**config.mk**
```make
export PLATFORM = sky130hd
export DESIGN_NAME = vga_sync_generator
export DESIGN_NICKNAME = d
export VERILOG_FILES = /design/src/rtl/vga_sync_generator.sv
export SDC_FILE = /design/constraint.sdc
export NUM_CORES = 1
export LEC_CHECK = 0
export CORE_MARGIN = 5
export CORE_UTILIZATION = 47
export DETAILED_ROUTE_END_ITERATION = 7
export PLACE_DENSITY_LB_ADDON = 0.3
export REMOVE_ABC_BUFFERS = 1
export SETUP_SLACK_MARGIN = 0.4
export SYNTH_ARGS = -nofsm -noshare
export SYNTH_HDL_FRONTEND = slang
export SYNTH_SLANG_ARGS = --single-unit
```
**constraint.sdc**
```tcl
create_clock -name CLK -period 1.7 [get_ports CLK]
set_input_delay 0.34 -clock CLK [delete_from_list [all_inputs] [get_ports CLK]]
set_output_delay 0.34 -clock CLK [all_outputs]
set_load 0.01 [all_outputs]
```
**src/rtl/vga_sync_generator.sv**
```systemverilog
// rtl/vga_sync_generator.sv - VGA raster counters, pipelined sync/blank outputs and frame strobe
// Counters advance every pixel clock; sync/blank are decoded from them and delayed SYNC_PIPE cycles.
module vga_sync_generator #(
  parameter int H_DISPLAY = 640,
  parameter int H_FRONT   = 16,
  parameter int H_SYNC    = 96,
  parameter int H_BACK    = 48,
  parameter int V_DISPLAY = 480,
  parameter int V_FRONT   = 10,
  parameter int V_SYNC    = 2,
  parameter int V_BACK    = 33,
  parameter bit SYNC_POL  = 1'b0,
  parameter int SYNC_PIPE = 1
) (
  input  logic       CLK,
  input  logic       RST,
  output logic [9:0] h_count,
  output logic [9:0] v_count,
  output logic       display_en,
  output logic       VGA_HS,
  output logic       VGA_VS,
  output logic       frame_tick
);

  localparam int H_TOTAL = H_DISPLAY + H_FRONT + H_SYNC + H_BACK;
  localparam int V_TOTAL = V_DISPLAY + V_FRONT + V_SYNC + V_BACK;

  if (SYNC_PIPE < 0 || SYNC_PIPE > 3 || H_TOTAL > 1023 || V_TOTAL > 1023) begin : g_param_check
    $error("vga_sync_generator: illegal parameter set");
  end

  localparam logic [9:0] H_LAST   = 10'(H_TOTAL - 1);
  localparam logic [9:0] V_LAST   = 10'(V_TOTAL - 1);
  localparam logic [9:0] H_VIS    = 10'(H_DISPLAY);
  localparam logic [9:0] V_VIS    = 10'(V_DISPLAY);
  localparam logic [9:0] HS_START = 10'(H_DISPLAY + H_FRONT);
  localparam logic [9:0] HS_END   = 10'(H_DISPLAY + H_FRONT + H_SYNC);
  localparam logic [9:0] VS_START = 10'(V_DISPLAY + V_FRONT);
  localparam logic [9:0] VS_END   = 10'(V_DISPLAY + V_FRONT + V_SYNC);

  logic [9:0] h_q, h_d;
  logic [9:0] v_q, v_d;
  logic       tick_q, tick_d;
  logic [2:0] decode;     // {vs_act, hs_act, de}
  logic [2:0] stage_out;

  always_comb begin
    h_d = h_q + 10'd1;
    v_d = v_q;
    if (h_q == H_LAST) begin
      h_d = '0;
      v_d = (v_q == V_LAST) ? '0 : v_q + 10'd1;
    end
    // Look ahead so the registered tick coincides with counters at (0, V_DISPLAY).
    tick_d = (h_d == '0) && (v_d == V_VIS);
  end

  always_ff @(posedge CLK) begin
    if (RST) begin
      h_q    <= '0;
      v_q    <= '0;
      tick_q <= 1'b0;
    end else begin
      h_q    <= h_d;
      v_q    <= v_d;
      tick_q <= tick_d;
    end
  end

  assign decode[0] = (h_q < H_VIS) && (v_q < V_VIS);
  assign decode[1] = (h_q >= HS_START) && (h_q < HS_END);
  assign decode[2] = (v_q >= VS_START) && (v_q < VS_END);

  if (SYNC_PIPE == 0) begin : g_nopipe
    assign stage_out = RST ? 3'b000 : decode;
  end else begin : g_pipe
    logic [2:0] pipe_q [SYNC_PIPE];

    always_ff @(posedge CLK) begin
      if (RST) begin
        for (int i = 0; i < SYNC_PIPE; i++) pipe_q[i] <= 3'b000;
      end else begin
        pipe_q[0] <= decode;
        for (int i = 1; i < SYNC_PIPE; i++) pipe_q[i] <= pipe_q[i-1];
      end
    end

    assign stage_out = pipe_q[SYNC_PIPE-1];
  end

  assign h_count    = h_q;
  assign v_count    = v_q;
  assign frame_tick = tick_q;
  assign display_en = stage_out[0];
  assign VGA_HS     = stage_out[1] ? SYNC_POL : ~SYNC_POL;
  assign VGA_VS     = stage_out[2] ? SYNC_POL : ~SYNC_POL;

endmodule
```
Yosys cells after proc, flatten, opt, wreduce, memory -nomap -nowiden
Memory sizes are Yosys's and may differ from the RTL's.
Cells that the tools add are included.
Storage, ports and cells
  output and inout bits: 24
  logic and storage cells: 31
  memories kept: 1
  input port bits: 2
  RAM bits: 3
  bits in registers: 21
Memories
  g_pipe.pipe_q: depth 1, bits a word 3, read ports 1, clocked after memory_dff 0, write ports 1, RTL line 77  | logic [2:0] pipe_q [SYNC_PIPE];
Cells by class
  reduce and logical (&&, ||, !) cells: 6
  magnitude comparators: 6
  equal/unequal tests: 3
  add/subtract/negate cells: 2
  mux-type cells: 10
Operators with widths (number)
  $mux W10: 3
  $add A10 B1 Y10 const B: 2
  $eq A10 B10 Y1 const B: 2
  $lt A10 B10 Y1 const B: 2
  $lt A10 B9 Y1 const B: 2
  $eq A10 B9 Y1 const B: 1
  $ge A10 B10 Y1 const B: 1
  $ge A10 B9 Y1 const B: 1
  $logic_not A10 Y1: 1
  $mux W1: 6
  $logic_and A1 B1 Y1: 4
  $mux W3: 1
  $reduce_or A3 Y1: 1

Depth between registers and ports, before layout
  depth after elaboration: 5
  gate-level depth with buffers: 8
  depth with buffers taken out: 7

Least setup slack after synthesis
OpenSTA, ideal clock, no wires.
  path kind: flip-flop to flip-flop
  start point: register h_q[0], in the netlist h_count[0]
  end point: register tick_q, in the netlist frame_tick
  stages on the path, launching flop included: 8
  path buffers: 1
  required time: 1.612 ns
  setup slack: -0.151 ns
  library setup time: 0.088 ns
  period minus slack after synthesis: 1.851 ns
  arrival: 1.763 ns
  path through: dfxtp_1 > ha_1 > and4_4 > and4_1 > buf_6 > and4b_1 > o22ai_1 > nor4_2
On the way
  word-level cells in the longest chain between the ends: 4
  elaborated cells between the ends (all ways): 7
  classes of those cells: 1 x add/sub; 2 x eq/ne; 2 x mux; 2 x reduce/logical
RTL lines
  from (decl): RTL line 41  | logic [9:0] h_q, h_d;
  from (signal assigned): RTL line 60  | h_q <= '0;
  from (signal assigned): RTL line 64  | h_q <= h_d;
  $add A10 B1 Y10 or $eq A10 B10 Y1 (tied branches): RTL line 48, 50
  $mux W10: RTL line 50  | if (h_q == H_LAST) begin
  $logic_not A10 Y1 or $eq A10 B9 Y1 (tied branches): RTL line 55  | tick_d = (h_d == '0) && (v_d == V_VIS);
  $logic_and A1 B1 Y1 (*): RTL line 55
  to (signal assigned): RTL line 66  | tick_q <= tick_d;
  to (decl): RTL line 43  | logic tick_q, tick_d;
Mark *: on every way between the ends. The rest lies on a longest branch, timed or not.
A chain may end at the register's enable or synchronous reset.

Worst setup path in the final report
  start point: register h_q[5], in the netlist h_count[5]
  end point: register tick_q, in the netlist frame_tick
The elaborated chain is that of the path after synthesis.

==> reports/metrics.yaml <==
synthesis:
  postSynthAreaPerCell_um2: 8.36
  synth_seq_area_share_pct: 32.7
  synth_top_area_share_pct: 32.7
  synth_cell_type_count: 46
  ys_ff_latch: 24
  yosysWarnings: 0
  syn-cell-area_mm2: 0.00147
  yosys-top-cells-area: "dfxtp_1 33%, xnor2_1 5.4%, xor2_1 4.8%, nor2_1 4.6%, nand2_1 4.3%"
  synth_ff_type: "dfxtp_1"
  synth_top_area_cell: "dfxtp_1"
  synth_edf_count: 0
  synthArstFlopShare_pct: 0
  netlist_instances: 176
worst_setup_path:
  cp.arrival_ns: 2.04
  path_max_fanout: 5
  r2r_slack_ns: -0.08
  r2r-end: "frame_tick"
  reg2reg_from: "h_count[5]"
  slowest_delay_ns: 0.44
  crit_path_start_kind: "flop"
  critPathSlowestCell: "dfxtp_4"
  reg2reg_depth: 5
  crit_type: "reg -> reg"
  worstSetupEndpointType: "flop"
  critPathRequiredTime_ns: 1.96
  path_cells: "nand2_1, o31a_1, a311o_1, a31oi_1, nor4_2"
grt:
  grt_use_met3_pct: 5.10
  use_met1_pct: 30.6
  grt_busiest_layer: "met2"
  gr-usage-met2_pct: 41.4
  grt_pass1_vias: 1762
  grt_pass1_wl_um: 8510
  antenna_found_initial: 0
  grtUsageTotal_pct: 25.0
  grt_max_degree: 14
  grt_overflow: 0
clocking:
  clk_path_buf_depth: 2
  cts_sinks: 24
  clockRootBuffer: "clkbuf_4"
  tritoncts: "done"
  hold_buffers: 0
  htreeDepth: 1
  cts.clk_slew.worst_paths_ns: 0.17
  insertion_delay_ns: 0.35
  cts_buffers: 3
routing:
  drt-wirelength-per-cell_um: 21.3
  drtIter0Drc: 230
  vias: 1903
  drtAntennaViolNets: 0
  dr.pass1.iters: 8
  vias_per_cell: 6.18
  drc_errors: 0
  wl_um: 6550
sta:
  fmax_ghz: 0.561
  fin_crit_ns: 1.78
  worst_slack_ns: -0.0840
  setup_viol: 4
  hold_viol: 0
  maxSlewViolCount: 0
  rsz0062_at_grt: "true"
  clock_skew_ns: 0.0189
  tightest_slew_ns: 0.352
  fin_worst_hold_slack_ns: 0.472
  fin_crit_sh_pct: 105
  maxSlewHeadroom_pct: 76.3
finish:
  area_growth_pct: 73.9
  fillers: 151
  num-nets-final: 271
  layout-drive-gt1-share_pct: 57.2
  diodes: 0
min_path:
  min_path_cells: 1
  hp-class: "reg -> reg"
  min_to: "g_pipe.pipe_q[0][0]"
  holdCritStartpoint: "v_count[9]"
outcome:
  status: "finished, violations left"
  violations: "negative setup slack"
power_and_ir_drop:
  vdd_drop_max_mv: 0.330
  p_leak_uw: 0.00113
  powerDensity_mw_per_mm2: 419
floorplanning:
  io_pins: 26
  rows: 20
  coreArea_mm2: 0.00303
  initial_core_util_pct: 48.6
  die_area_mm2: 0.00435
  die-width_um: 66.0
  die_height_um: 66.0
placement:
  gp_congestion: 0.877
  pre_cts_slack_ns: -0.0693
  io_buffer_count: 25
  dp_hpwl_um: 2830
run:
  max-cap-violations: 0
-- report_power, final --
part	internal [uW]	switching (uW)	leakage, uW	total (uW)
logic	90.4	79.1	0.000896	169
registers	549	10.1	0.000209	559
clock network	132	212	0.0000210	343
-- per-stage QoR --
step / setup TNS [ns] / instance area (um^2) / utilization, % / cells / total power (uW)
final: -0.198 / 2560 / 84.5 / 308 / 1070
after global routing: -0.767 / 2560 / 84.5 / 308 / 1100
after CTS: 0 / 2320 / 76.6 / 292 / 1020
after detailed placement: -0.0786 / 1890 / 62.4 / 262 / 684
after global placement: 0 / 1890 / 62.4 / 262 / 681
after floorplan: -1.65 / 1380 / - / 166 / 629
-- per-layer routing --
| layer | part of all wire [%] | wire length [um] | up-vias |
|---|---|---|---|
| met1 | 38 | 2460 | 883 |
| met5 | 0 | 0 | - |
| met3 | 9.7 | 636 | 53 |
| li1 | - | - | 808 |
| met2 | 47 | 3070 | 159 |
| met4 | 5.9 | 384 | 0 |
-- state kept, by name (all words and copies together), names as in the netlist --
name and count:
g_pipe.pipe_q 3, v_count 10, frame_tick 1, h_count 10
-- worst max-delay path by stage --
stage | slack (ns) | start | to
5_1_grt | -0.19 | h_count[4] | frame_tick
3_3_place_gp | 0.01 | h_count[4] | frame_tick
4_1_cts | 0.05 | h_count[1] | frame_tick
3_5_place_dp | -0.07 | h_count[0] | frame_tick
6_report | -0.08 | h_count[5] | frame_tick
2_1_floorplan | -0.35 | h_count[0] | frame_tick
-- logic make-up (layout without fill, tap and decap cells) --
family,Yosys count,after routing,share of synthesized area (%)
AOI/OAI and AO/OA,26,26,12.5
adders and majority gates,4,4,3.40
xor gates and xnor gates,17,17,10.1
buffers and inverters,18,105,8.16
and+or+nand+nor,87,88,33.2
DFF,24,24,32.7
-- critical path, delay by kind of cell, from the launching register on --
family	cells	cell delay, ns
flops	1	0.44
simple gates	2	0.28
compound gates	3	0.97
-- repair_timing --
action,CTS,global route
buffers inserted,26,15
pin swaps,18,11
resized for setup,146,50
setup endpoints to repair,42,41
gates cloned,0,1
-- synth_stat cells (2+ instances only) --
| cell type | number |
|---|---|
| a21oi_1 | 6 |
| a31oi_1 | 5 |
| and2_1 | 2 |
| and3_1 | 4 |
| and4b_1 | 4 |
| buf_6 | 5 |
| clkbuf_1 | 3 |
| dfxtp_1 | 24 |
| ha_1 | 4 |
| inv_1 | 8 |
| nand2_1 | 17 |
| nand3_1 | 7 |
| nand4_1 | 4 |
| nor2_1 | 18 |
| nor2b_1 | 2 |
| nor3_1 | 10 |
| nor4_1 | 3 |
| o21ai_0 | 4 |
| or3_1 | 4 |
| xnor2_1 | 9 |
| xor2_1 | 8 |
-- layout by cell type, fill, tap and decap left out, drive strengths merged, types with 2 or more instances in the layout --
master	n
a21oi	6
a31oi	5
and2	2
and3	4
and4	3
and4b	4
buf	83
clkbuf	10
clkdlybuf4s15	2
dfxtp	24
ha	4
inv	8
nand2	17
nand3	8
nand4	5
nor2	18
nor2b	2
nor3	11
nor4	4
o21ai	4
or3	4
xnor2	9
xor2	8
-- layout make-up --
| class | instances | area, um^2 | share of cell area [%] |
|---|---|---|---|
| multi-input cells | 135 | 1080 | 42.3 |
| inverters | 8 | 30.0 | 1.17 |
| clock buffers | 4 | 36.3 | 1.42 |
| repair buffers | 93 | 806 | 31.5 |
| flip-flops and latches | 24 | 548 | 21.4 |
| well taps | 44 | 55.1 | 2.15 |
(Power assumes the default switching activity.)
